==> src/rtl/forwarding_hazard_unit_pkg.sv <==
// Shared pipeline types: forwarding-select encoding, hazard FSM states and the zero-register id.
package pipeline_pkg;

    typedef enum logic [1:0] {
        FWD_REG   = 2'b00,
        FWD_MEMWB = 2'b01,
        FWD_EXMEM = 2'b10
    } fwd_sel_t;

    typedef enum logic {
        IDLE  = 1'b0,
        STALL = 1'b1
    } hz_state_t;

    localparam int REG_ZERO = 0;

endpackage

==> src/rtl/forwarding_hazard_unit_fwd_compare.sv <==
// Per-operand source match against ID/EX and EX/MEM with ID/EX priority.
module fwd_compare
    import pipeline_pkg::*;
#(
    parameter int AW = 5
) (
    input  logic [AW-1:0] src,
    input  logic [AW-1:0] idex_rd,
    input  logic          idex_wb,
    input  logic [AW-1:0] exmem_rd,
    input  logic          exmem_wb,
    input  logic          use_idex,
    output logic          idex_hit,
    output fwd_sel_t      sel
);

    logic exmem_hit;

    assign idex_hit  = idex_wb && (idex_rd != AW'(REG_ZERO)) && (idex_rd == src);
    assign exmem_hit = exmem_wb && (exmem_rd != AW'(REG_ZERO)) && (exmem_rd == src);

    // use_idex is low on stall release, when ID/EX holds a bubble
    always_comb begin
        sel = FWD_REG;
        if (use_idex && idex_hit) begin
            sel = FWD_EXMEM;
        end else if (exmem_hit) begin
            sel = FWD_MEMWB;
        end
    end

endmodule

==> src/rtl/forwarding_hazard_unit.sv <==
// Registered EX operand forwarding selects plus load-use stall FSM with flush cancel.
// Optional statistics counters are built when FWD_STATS_EN is defined.
module forwarding_hazard_unit
    import pipeline_pkg::*;
#(
    parameter int REG_AW            = 5,
    parameter int LOAD_STALL_CYCLES = 1,
    parameter int STAT_W            = 16
) (
    input  logic              Clk,
    input  logic              Rst_n,
    input  logic [REG_AW-1:0] IDRs,
    input  logic [REG_AW-1:0] IDRt,
    input  logic [REG_AW-1:0] IDEXRd,
    input  logic              IDEX_WB,
    input  logic              IDEX_MemRead,
    input  logic [REG_AW-1:0] EXMEMRd,
    input  logic              EXMEM_WB,
    input  logic              Flush,
    output logic [1:0]        Amux_control,
    output logic [1:0]        Bmux_control,
    output logic              Stall,
    output logic              Bubble
`ifdef FWD_STATS_EN
    ,
    output logic [STAT_W-1:0] Stall_count,
    output logic [STAT_W-1:0] Fwd_count
`endif
);

    hz_state_t state_q, state_d;
    logic [3:0] cnt_q, cnt_d;
    logic [1:0] pend_q, pend_d;
    fwd_sel_t   amux_q, amux_d, bmux_q, bmux_d;
    fwd_sel_t   a_sel, b_sel;
    logic       a_idex_hit, b_idex_hit;
    logic       use_idex, hazard, stall_c;

    assign use_idex = (state_q == IDLE);

    fwd_compare #(.AW(REG_AW)) u_cmp_a (
        .src      (IDRs),
        .idex_rd  (IDEXRd),
        .idex_wb  (IDEX_WB),
        .exmem_rd (EXMEMRd),
        .exmem_wb (EXMEM_WB),
        .use_idex (use_idex),
        .idex_hit (a_idex_hit),
        .sel      (a_sel)
    );

    fwd_compare #(.AW(REG_AW)) u_cmp_b (
        .src      (IDRt),
        .idex_rd  (IDEXRd),
        .idex_wb  (IDEX_WB),
        .exmem_rd (EXMEMRd),
        .exmem_wb (EXMEM_WB),
        .use_idex (use_idex),
        .idex_hit (b_idex_hit),
        .sel      (b_sel)
    );

    assign hazard = IDEX_MemRead && (a_idex_hit || b_idex_hit);

    always_comb begin
        state_d = state_q;
        cnt_d   = cnt_q;
        pend_d  = pend_q;
        amux_d  = a_sel;
        bmux_d  = b_sel;
        stall_c = 1'b0;
        if (Flush) begin
            state_d = IDLE;
            cnt_d   = 4'd0;
            pend_d  = 2'b00;
            amux_d  = FWD_REG;
            bmux_d  = FWD_REG;
        end else begin
            case (state_q)
                IDLE: begin
                    if (hazard) begin
                        stall_c = 1'b1;
                        state_d = STALL;
                        cnt_d   = 4'(LOAD_STALL_CYCLES - 1);
                        pend_d  = {b_idex_hit, a_idex_hit};
                        amux_d  = FWD_REG;
                        bmux_d  = FWD_REG;
                    end
                end
                STALL: begin
                    if (cnt_q != 4'd0) begin
                        stall_c = 1'b1;
                        cnt_d   = cnt_q - 4'd1;
                        amux_d  = FWD_REG;
                        bmux_d  = FWD_REG;
                    end else begin
                        // load data now sits in MEM/WB
                        state_d = IDLE;
                        pend_d  = 2'b00;
                        if (pend_q[0]) amux_d = FWD_MEMWB;
                        if (pend_q[1]) bmux_d = FWD_MEMWB;
                    end
                end
                default: begin
                    state_d = IDLE;
                end
            endcase
        end
    end

    always_ff @(posedge Clk or negedge Rst_n) begin
        if (!Rst_n) begin
            state_q <= IDLE;
            cnt_q   <= 4'd0;
            pend_q  <= 2'b00;
            amux_q  <= FWD_REG;
            bmux_q  <= FWD_REG;
        end else begin
            state_q <= state_d;
            cnt_q   <= cnt_d;
            pend_q  <= pend_d;
            amux_q  <= amux_d;
            bmux_q  <= bmux_d;
        end
    end

    // hazard inputs may be live while held in reset
    assign Stall        = stall_c && Rst_n;
    assign Bubble       = stall_c && Rst_n;
    assign Amux_control = amux_q;
    assign Bmux_control = bmux_q;

`ifdef FWD_STATS_EN
    logic [STAT_W-1:0] stall_cnt_q, stall_cnt_d, fwd_cnt_q, fwd_cnt_d;

    always_comb begin
        stall_cnt_d = stall_cnt_q;
        fwd_cnt_d   = fwd_cnt_q;
        if (stall_c && (stall_cnt_q != '1)) stall_cnt_d = stall_cnt_q + STAT_W'(1);
        if (((amux_d != FWD_REG) || (bmux_d != FWD_REG)) && (fwd_cnt_q != '1))
            fwd_cnt_d = fwd_cnt_q + STAT_W'(1);
    end

    always_ff @(posedge Clk or negedge Rst_n) begin
        if (!Rst_n) begin
            stall_cnt_q <= '0;
            fwd_cnt_q   <= '0;
        end else begin
            stall_cnt_q <= stall_cnt_d;
            fwd_cnt_q   <= fwd_cnt_d;
        end
    end

    assign Stall_count = stall_cnt_q;
    assign Fwd_count   = fwd_cnt_q;
`endif

endmodule

==> config.mk <==
export PLATFORM = sky130hd
export DESIGN_NAME = forwarding_hazard_unit
export DESIGN_NICKNAME = d
export VERILOG_FILES = /design/src/rtl/forwarding_hazard_unit_pkg.sv /design/src/rtl/forwarding_hazard_unit_fwd_compare.sv /design/src/rtl/forwarding_hazard_unit.sv
export SDC_FILE = /design/constraint.sdc
export NUM_CORES = 1
export LEC_CHECK = 0
export CORE_MARGIN = 4
export CORE_UTILIZATION = 40
export CTS_BUF_LIST = sky130_fd_sc_hd__clkbuf_16
export CTS_CLUSTER_SIZE = 28
export DETAILED_ROUTE_END_ITERATION = 6
export GPL_ROUTABILITY_DRIVEN = 0
export PLACE_DENSITY = 0.8
export SYNTH_ARGS = -nofsm -noshare
export SYNTH_HDL_FRONTEND = slang
export SYNTH_HIERARCHICAL = 1
export SYNTH_SLANG_ARGS = --single-unit
==> constraint.sdc <==
create_clock -name Clk -period 3.81 [get_ports Clk]
set_input_delay 1.143 -clock Clk [delete_from_list [all_inputs] [get_ports Clk]]
set_output_delay 1.143 -clock Clk [all_outputs]
set_load 0.05 [all_outputs]
==> summary.md <==
| Metric | Value |
|---|---|
| Outcome | `finished, violations left` |
| Failing checks | `setup timing` |
| Setup Viol. Count Final | `2` |
| CP Cell Sequence | `buf_2, buf_6, or4_4, o211ai_2, nor3_2, o21ai_1, and2_4, nor4b_4, buf_12` |
| Ports | `32` |
| Worst VDD drop | `0.2030 mV` |
| Clock Path Buffers | `2` |
| Least-Margin Pin Slew | `490.7 ps` |
| Mapped Area | `965.9 sq um` |
| Post-layout min period | `3886 ps` |
| Power per cell area | `261.4 nW/um^2` |
| Clock slew at reported path FFs | `40 ps` |
| Fmax | `0.2573 GHz` |
| Final instance area | `1608 sq um` |
| # rows | `17` |
| Synth cell count leaders | `11 x dfrtp_1, 11 x nand2_1, 10 x xnor2_1` |
| Crit Path Category | `input pin to output pin` |
| Unrepaired setup endpoints after global routing | `true` |
| Sequential power share | `28.5%` |
| CP peak stage delay | `520 ps` |
| CORE AREA | `2255 sq um` |
| Crit end category | `output pin` |
| Sw Pwr | `0.0001054 W` |
| Synth Warn # | `6` |
| Chip width | `57.14 um` |
| Drt pass-1 iters | `4` |
| Final period utilization | `102.0%` |
| Root Driver | `clkbuf_16` |
| Hold slack | `607.0 ps` |
| Main synth FF type | `dfrtp_1` |
| Worst-skew pair later-pin latency | `240 ps` |
| Initial antenna violation count | `0` |
| Cell count after synthesis | `111` |
| Initial core utilization | `42.84%` |
| Final worst slack | `-76.37 ps` |
| CP arrival | `2740 ps` |
| Initial drt markers | `30` |
| Pre-CTS setup slack | `-410.2 ps` |
| WP data required | `2670 ps` |
| Comb pwr share | `24.9%` |
| Final ANT Viol Nets | `0` |
| Reg2reg setup slack | `2220 ps` |
| Placed instance area | `1530 sq um` |
| Post-Layout Cell Count | `195` |
| Post-Syn Nets | `139` |
| Area delta synth->final | `66.45%` |
| Share of layout cells above drive strength 1 | `29.94%` |
| Slowest cell on the critical path | `or4_4` |
| Skew final | `2.232 ps` |
| Critical R2R Capture | `pend_q[0]` |
| Leading area contributor after synthesis | `dfrtp_1` |
| Critical Path Start Type | `input pin` |
| WL/cell | `15.44 um` |
| Async S/R FF share, synth | `100.0%` |
| Hpwl dp | `2403 um` |
| Mean Syn Cell Area | `8.702 sq um` |
| Placed Cells | `189` |
| Buffers on Ports | `31` |
| Number of max-cap violations | `0` |
| Clk pwr share | `46.6%` |
| Yosys reg bits | `11` |
| TritonCTS clock tree | `done` |
| Internal Power | `0.0003149 W` |
| Vias in the first global route | `1,071` |
| Global-route wire length before repair | `4988 um` |
| Aggregate global routing overflow | `0` |
| Register area share after synthesis | `28.50%` |
| Pleak | `0.6828 nW` |
| Reg2Reg Depth | `5` |
| CTS Hold Bufs | `0` |
| Post-synth top area share | `28.50%` |
| Die ar. | `3265 sq um` |
| Vias post-DR | `1,052` |
| Number of diodes | `0` |
| DRC violations left | `0` |
| Nets@finish | `196` |
| Die height | `57.14 um` |
| Num CTS Buffers | `3` |
| Sw Ratio | `25.07%` |
| Crit path capture | `Bubble` |
| Tot Pwr | `0.0004203 W` |
| Clk sinks | `11` |
| Delay-heaviest family, CP | `simple AND/OR/NAND/NOR gates` |
| CTS H-tree depth | `1` |
| Levels on crit path | `9` |
| Vias per cell | `5.395` |
| Total wire length | `3010 um` |
| Final Hold Fails | `0` |
| Crit. Startpoint | `IDEXRd[2]` |
| Largest net degree at the start of global routing | `12` |
| Buf/Inv on CP | `3` |
| HP Class | `register to register` |
| Synth cell types | `35` |
| CP max FO | `4` |
| Synth area leaders | `dfrtp_1 28%, xnor2_1 9.1%, xor2_1 5.4%, nand2_1 4.3%, nor3_1 4.1%` |
| Post-synth EDFFs | `0` |
| Total Routing Usage GR | `19.71%` |
| Slew Viols, Final | `0` |
| Reg-to-Reg Start | `cnt_q[0]` |
| Relative slew slack | `67.19%` |
-- layout make-up --
type	count	area [sq um]
Tap cell	28	35.03
Inverter	5	18.77
Fill cell	202	646.9
Clock inverter	1	5.005
Timing Repair Buffer	54	485.5
Clock buffer	3	75.07
Multi-Input combinational cell	93	713.2
Sequential cell	11	275.3
-- per-stage QoR --
| stage | setup TNS [ps] | utilization [%] |
|---|---|---|
| after floorplan | -134.4 | - |
| after global routing | -372.4 | 71.31 |
| final | -152.4 | 71.31 |
| after CTS | -193.2 | 71.42 |
| after global placement | -759.0 | 67.87 |
| after detailed placement | -820.1 | 67.87 |
-- logic make-up after synthesis --
| group | synth area share [%] |
|---|---|
| compound gates | 16.19 |
| xor+xnor | 14.51 |
| fa+ha+maj | 2.590 |
| buf+inv | 3.237 |
| flops | 28.50 |
| simple gates | 34.97 |
-- state kept, by name (all words and copies together), names as in the netlist --
| signal | count |
|---|---|
| cnt_q | 4 |
| Bmux_control | 2 |
| pend_q | 2 |
| state_q | 1 |
| Amux_control | 2 |
-- worst min-delay path, cell delays in order, from the launching register on --
cell	delay (ps)
dfrtp_1	410
nand2_1	80
a311oi_1	80
-- worst min path at each step --
stage | from | endpoint | slack, ps | cells past startpoint
global placement | pend_q[0] | Amux_control[0] | 560 | 2
floorplan | pend_q[0] | Amux_control[0] | 520 | 2
detailed placement | pend_q[1] | Bmux_control[0] | 580 | 2
finish | pend_q[0] | pend_q[0] | 610 | 2
CTS | pend_q[0] | pend_q[0] | 600 | 2
global route | pend_q[0] | Amux_control[1] | 630 | 2
-- cells in the final DEF, fill, tap and decap left out, drive strengths merged, types with 3 or more instances in the layout --
master,Yosys,final
inv,5,5
o211ai,4,4
xnor2,10,10
nor3,12,12
a21oi,6,6
dfrtp,11,11
nand3,7,7
or2b,5,5
nand2b,4,4
xor2,6,6
clkbuf,0,3
o21ai,5,5
nand2,11,11
clkdlybuf4s50,0,13
dlygate4sd2,0,11
buf,2,27
-- power by group through the flow --
stage	clock, W	combinational, W	sequential (W)
floorplan	0	0.0000406	0.000123
global route	0.000202	0.000112	0.000120
global placement	0	0.000103	0.000121
finish	0.000196	0.000105	0.000120
detailed placement	0	0.000107	0.000122
CTS	0.000194	0.000105	0.000120
-- per-layer routing --
metal	track usage [%]	share of wire, %	vias up
li1	-	-	515
met1	24.83	44	508
met2	34.75	51	24
met3	2.715	3.3	5
met4	5.960	1.3	0
met5	0	0	-
-- repair_timing --
item,CTS,global route
resized for setup,22,3
cloned,0,0
setup buffers,3,0
endpoints found under the setup margin,2,2
pin swaps,7,3
Power figures use the tool's default switching activity.
